<file path="src/rtl/nonce_search_ctrl.sv">
// Nonce search sequencer: walks header RAM entries, sweeps nonces through the hash core, reports first hit or miss.
// Optional `NONCE_STATS_EN adds o_attempts, a saturating count of hash launches since the last accepted start.
module nonce_search_ctrl #(
  parameter int unsigned            NUM_ENTRIES = 4,
  parameter int unsigned            HDR_SIZE    = 96,
  parameter int unsigned            NONCE_SIZE  = 32,
  parameter int unsigned            HASH_SIZE   = 24,
  parameter logic [NONCE_SIZE-1:0]  NONCE_MAX   = {NONCE_SIZE{1'b1}}
) (
  input  logic                           i_clk,
  input  logic                           i_reset,
  input  logic                           i_start,
  input  logic [HASH_SIZE-1:0]           i_target,
  output logic [1:0]                     o_rd_ptr,
  input  logic [HDR_SIZE-1:0]            i_entrada,
  output logic [HDR_SIZE+NONCE_SIZE-1:0] o_bloque_out,
  output logic                           o_hash_start,
  input  logic                           i_hash_done,
  input  logic [HASH_SIZE-1:0]           i_hash_in,
  output logic                           o_result_valid,
  output logic                           o_result_hit,
  output logic [1:0]                     o_result_entry,
  output logic [NONCE_SIZE-1:0]          o_result_nonce,
  output logic                           o_busy,
  output logic                           o_run_done
`ifdef NONCE_STATS_EN
  ,
  output logic [31:0]                    o_attempts
`endif
);

  localparam int unsigned ENTRY_W = 2;
  localparam int unsigned BLOCK_W = HDR_SIZE + NONCE_SIZE;
  localparam int unsigned ATT_W   = 32;

  localparam logic [2:0] S_IDLE   = 3'd0;
  localparam logic [2:0] S_FETCH  = 3'd1;
  localparam logic [2:0] S_LOAD   = 3'd2;
  localparam logic [2:0] S_LAUNCH = 3'd3;
  localparam logic [2:0] S_WAIT   = 3'd4;
  localparam logic [2:0] S_CHECK  = 3'd5;
  localparam logic [2:0] S_REPORT = 3'd6;

  logic [2:0]            r_state;
  logic [2:0]            w_next_state;
  logic [HASH_SIZE-1:0]  r_target;
  logic [ENTRY_W-1:0]    r_entry;
  logic [HDR_SIZE-1:0]   r_header;
  logic [NONCE_SIZE-1:0] r_nonce;
  logic [HASH_SIZE-1:0]  r_digest;

  logic [ENTRY_W-1:0]    r_rd_ptr;
  logic [BLOCK_W-1:0]    r_bloque;
  logic                  r_hash_start;
  logic                  r_result_valid;
  logic                  r_result_hit;
  logic [ENTRY_W-1:0]    r_result_entry;
  logic [NONCE_SIZE-1:0] r_result_nonce;
  logic                  r_busy;
  logic                  r_run_done;

  logic                  w_hit;
  logic                  w_last_nonce;
  logic                  w_last_entry;
  logic                  w_accept;
  logic [HDR_SIZE-1:0]   w_next_header;
  logic [NONCE_SIZE-1:0] w_next_nonce;

  assign w_hit        = (r_digest < r_target);
  assign w_last_nonce = (r_nonce == NONCE_MAX);
  assign w_last_entry = (r_entry == ENTRY_W'(NUM_ENTRIES - 1));
  assign w_accept     = (r_state == S_IDLE) && i_start;

  // Next state plus the header/nonce that the next launch will use
  always_comb begin
    w_next_state  = r_state;
    w_next_header = r_header;
    w_next_nonce  = r_nonce;
    case (r_state)
      S_IDLE:   if (i_start) w_next_state = S_FETCH;
      S_FETCH:  w_next_state = S_LOAD;
      S_LOAD: begin
        w_next_state  = S_LAUNCH;
        w_next_header = i_entrada;
        w_next_nonce  = '0;
      end
      S_LAUNCH: w_next_state = S_WAIT;
      S_WAIT:   if (i_hash_done) w_next_state = S_CHECK;
      S_CHECK: begin
        if (w_hit || w_last_nonce) begin
          w_next_state = S_REPORT;
        end else begin
          w_next_state = S_LAUNCH;
          w_next_nonce = r_nonce + NONCE_SIZE'(1);
        end
      end
      S_REPORT: w_next_state = w_last_entry ? S_IDLE : S_FETCH;
      default:  w_next_state = S_IDLE;
    endcase
  end

  always_ff @(posedge i_clk) begin
    if (i_reset) r_state <= S_IDLE;
    else         r_state <= w_next_state;
  end

  // Datapath and registered outputs; pulses are set on entry to their state
  always_ff @(posedge i_clk) begin
    if (i_reset) begin
      r_target       <= '0;
      r_entry        <= '0;
      r_header       <= '0;
      r_nonce        <= '0;
      r_digest       <= '0;
      r_rd_ptr       <= '0;
      r_bloque       <= '0;
      r_hash_start   <= 1'b0;
      r_result_valid <= 1'b0;
      r_result_hit   <= 1'b0;
      r_result_entry <= '0;
      r_result_nonce <= '0;
      r_busy         <= 1'b0;
      r_run_done     <= 1'b0;
    end else begin
      r_header       <= w_next_header;
      r_nonce        <= w_next_nonce;
      r_busy         <= (w_next_state != S_IDLE);
      r_hash_start   <= (w_next_state == S_LAUNCH);
      r_result_valid <= (r_state == S_CHECK) && (w_next_state == S_REPORT);
      r_run_done     <= (r_state == S_CHECK) && (w_next_state == S_REPORT) && w_last_entry;

      if (w_accept) begin
        r_target <= i_target;
        r_entry  <= '0;
        r_rd_ptr <= '0;
      end

      if (w_next_state == S_LAUNCH) r_bloque <= {w_next_header, w_next_nonce};

      if ((r_state == S_WAIT) && i_hash_done) r_digest <= i_hash_in;

      if ((r_state == S_CHECK) && (w_next_state == S_REPORT)) begin
        r_result_hit   <= w_hit;
        r_result_entry <= r_entry;
        r_result_nonce <= r_nonce;
      end

      if ((r_state == S_REPORT) && !w_last_entry) begin
        r_entry  <= r_entry + ENTRY_W'(1);
        r_rd_ptr <= r_entry + ENTRY_W'(1);
      end
    end
  end

`ifdef NONCE_STATS_EN
  logic [ATT_W-1:0] r_attempts;

  // Saturating launch counter, cleared by reset or an accepted start
  always_ff @(posedge i_clk) begin
    if (i_reset || w_accept) begin
      r_attempts <= '0;
    end else if ((w_next_state == S_LAUNCH) && (r_attempts != {ATT_W{1'b1}})) begin
      r_attempts <= r_attempts + ATT_W'(1);
    end
  end

  assign o_attempts = r_attempts;
`endif

  assign o_rd_ptr       = r_rd_ptr;
  assign o_bloque_out   = r_bloque;
  assign o_hash_start   = r_hash_start;
  assign o_result_valid = r_result_valid;
  assign o_result_hit   = r_result_hit;
  assign o_result_entry = r_result_entry;
  assign o_result_nonce = r_result_nonce;
  assign o_busy         = r_busy;
  assign o_run_done     = r_run_done;

endmodule

</file>
<file path="config.mk">
export PLATFORM = sky130hd
export DESIGN_NAME = nonce_search_ctrl
export DESIGN_NICKNAME = d
export VERILOG_FILES = /design/src/rtl/nonce_search_ctrl.sv
export SDC_FILE = /design/constraint.sdc
export NUM_CORES = 1
export LEC_CHECK = 0
export CORE_ASPECT_RATIO = 0.6
export CORE_UTILIZATION = 45
export CTS_CLUSTER_DIAMETER = 40
export DETAILED_ROUTE_END_ITERATION = 12
export HOLD_SLACK_MARGIN = 0.05
export PLACE_DENSITY = 0.72
export SYNTH_ARGS = -nofsm -noshare
export SYNTH_HDL_FRONTEND = slang
export SYNTH_SLANG_ARGS = --single-unit
</file>
<file path="constraint.sdc">
create_clock -name i_clk -period 3.83 [get_ports i_clk]
set_input_delay 0.766 -clock i_clk [delete_from_list [all_inputs] [get_ports i_clk]]
set_output_delay 0.766 -clock i_clk [all_outputs]
set_load 0.01 [all_outputs]
</file>
==> run metrics <==
crit path capture type=flop; leakage power=6.66 nW; Slew Limit Headroom=between 20 and 25%; Syn. warnings=0; WP data arrival=3.99 ns; die height=140 um; post-synth top area share=48.7%; Final Util=61.1%; Root Driver=clkbuf_16; final RePlAce weighted congestion=between 0.9 and 1; CTS buffer count=39; CTS tree=yes; Power, Total=9.43 mW; metal2 WL=19.0 mm; RSZ-0062 raised after global routing=no; critical setup path kind=reg -> reg; Seq pwr share=42.4%; Net Sw Power=2.41 mW; clock share of power=42.9%; asr flop ratio synth=0%; core footprint=31200 um^2; first-pass GRT wire length=68.1 mm; Highest Clock Rate=between 200 and 300 MHz; Die ar.=32500 um^2; final WL=43.0 mm; DRC errors left=0; met3 WL=2.97 mm; Hold Vio Cnt, Final=0; Port Buffer Count=roughly 320; Starting Density=45.8%; Synth Area in XOR/XNOR=0.429%; Placement Cell Area=17700 um^2; Via density=5.59; TritonRoute pass-1 iters=5; top cells by area, synth=dfxtp_1, nand2_1, a21oi_1; Power Density=494 nW/um^2; Synth Area in Compound Gates=11.4%; syn nets=around 2000; total negative slack=0 ns; Post-Synth Adder-Cell Area=2.19%; H-tree levels=2; startpoint class of the critical path=flop; internal cell power=7.01 mW; largest family of logic cells by synthesized area=simple AND/OR/NAND/NOR gates; area delta synth->final=33.4%; top-count cell post-synth=nand2_1; cell area after synthesis=14300 um^2; worst hold path type=reg -> reg; largest net degree at the start of global routing=~160; share of cells above drive strength 1=5.14%; Fillers=2709; CTS Sinks=348; grt ovf=0; fin area=19100 um^2; routed vias=13960; slew at the pin with the worst max-slew slack=approximately 1.2 ns; Comb power frac=14.7%; mux contribution to synthesized area=0.612%; Max-Cap Viols=0; Nets=2229; Cell Rows=50; Synth Instances=1839; number of synthesized flops with an enable pin=0; DP HPWL=28.8 mm; hold slack=~0.45 ns; final period utilization=92.3%; M1 wire length=around 20 mm; Ports=317; syn avg cell area=7.78 um^2; Worst-path clk slew=0.06 ns; top_reg_cell synth=dfxtp_1; sw frac=25.6%; GR Util All Layers=between 20 and 30%; vias in the first global route=12706; setup violators final=0; initial antenna violation count=1; Tmin final=3.53 ns; Pins Over Slew Limit=0; Peak supply drop=269 uV; Synth Register Bits=between 300 and 400; CP Max Fanout=16; commonest cells in the netlist=nand2_1, dfxtp_1, a21oi_1; DR top layer=met4; largest area contributor in the netlist=dfxtp_1; chip width=between 200 and 250 um; clock latency at the later pin of the worst-skew pair=0.53 ns; sequential-to-total area share from yosys stat=48.7%; Synth Area in Simple Gates=approximately a third; cts repair resizes=0; post-route clock skew=0.0113 ns; maximum buffer depth of the clock tree=3; Unique masters post-synth=between 50 and 60; First DRT Iteration DRCs=between 1000 and 1500; Req. time, crit path=4.29 ns; Post-DRT Antenna Nets=0; DR WL/cell=17.2 um; status=finished clean
==> state kept, by name, indices dropped and copies added, names as in the netlist <==
name / count
o_bloque_out: 128
r_header: 96
o_result_nonce: 32
r_nonce: 32
r_digest: 24
r_target: 24
r_state: 3
o_rd_ptr: 2
o_result_entry: 2
o_busy: 1
o_hash_start: 1
o_result_hit: 1
o_result_valid: 1
o_run_done: 1
==> kinds of logic (layout without fill, tap and decap cells) <==
group                    count (synthesis)  count (layout)
other                                    0               1
flip-flops                             348             348
XOR/XNOR                                 7               7
adder cells (fa/ha/maj)                 25              25
AO/OA/AOI/OAI                          288             288
buffers and inverters                  188             430
AND/OR/NAND/NOR                        975             976
multiplexers                             8               8
==> final timing paths <==
path / startpoint / to / slack (ns) / cells after the start
setup / recovery: r_nonce[0]$_SDFF_PP0_ / r_nonce[0]$_SDFF_PP0_ / 0.30 / 9
hold / removal: o_result_nonce[4]$_SDFFE_PP0P_ / o_result_nonce[4]$_SDFFE_PP0P_ / 0.45 / 2
setup reg to reg: r_nonce[0]$_SDFF_PP0_ / r_nonce[0]$_SDFF_PP0_ / 0.30 / 9
hold reg to reg: o_result_nonce[4]$_SDFFE_PP0P_ / o_result_nonce[4]$_SDFFE_PP0P_ / 0.45 / 2
==> cell usage in the layout, fill, tap and decap left out, types with 5 or more instances in the layout <==
cell type / netlist / routed
nand2_1: 406 / 405
dfxtp_1: 348 / 348
clkdlybuf4s50_1: 0 / 315
a21oi_1: 206 / 205
nor3_1: 202 / 202
nor2_1: 147 / 147
nor4_1: 110 / 110
clkbuf_16: 0 / 41
nand3_1: 28 / 27
inv_1: 25 / 25
ha_1: 25 / 25
nand4_1: 19 / 19
o21ai_0: 17 / 17
a211oi_1: 15 / 15
o211ai_1: 14 / 14
buf_4: 0 / 13
buf_12: 0 / 9
or3_1: 8 / 8
or4_1: 8 / 8
o31ai_1: 8 / 8
nor4b_1: 7 / 7
bufinv_16: 0 / 7
and2_1: 7 / 6
nor3b_1: 6 / 6
mux2_2: 6 / 6
a311o_1: 6 / 6
a21o_1: 5 / 5
xor2_1: 5 / 5
==> timing repair <==
item | in CTS | in global routing
hold buffers | 0 | 0
setup endpoints to repair | 0 | 1
setup buffers | 0 | 0
==> metal layers <==
metal  vias to the layer above  track usage, %
li1                       6825               -
met1                      6587            36.3
met2                       470            38.7
met4                         0            8.24
met3                        78            5.84
met5                         -               0
==> critical path, cell delays in order, from the launching register on <==
cell	delay, ns
dfxtp_1	0.45
ha_1	0.25
nand3_1	0.21
nor4_2	0.51
nand3_1	0.22
or2_0	0.41
o21ai_2	0.36
o21ai_1	0.53
mux2_2	0.45
nor2_1	0.07
==> stage by stage <==
step,instances,worst slack [ns]
final,2499,0.297
after global routing,2498,0.0845
after CTS,2497,0.302
after detailed placement,2430,0.319
after global placement,2430,0.461
after floorplan,1839,1.03
==> cell type report <==
class	instances	area (um^2)	share of cell area (%)
Multi-Input combinational cell	1304	6650	34.9
Inverter	25	93.8	0.492
Tap cell	416	520	2.73
Timing Repair Buffer	338	3450	18.1
Clock buffer	49	1100	5.75
Clock inverter	18	295	1.55
Sequential cell	348	6970	36.5
Antenna cell	1	2.50	0.0131
==> power by group through the flow <==
stage | clock network, mW | logic [mW] | registers [mW]
6_report | 4.04 | 1.39 | 4.00
3_3_place_gp | 0 | 1.35 | 4.07
4_1_cts | 4.12 | 1.38 | 4.00
2_1_floorplan | 0 | 0.694 | 4.11
5_1_grt | 4.28 | 1.51 | 4.03
3_5_place_dp | 0 | 1.37 | 4.08
(Power assumes the default switching activity.)
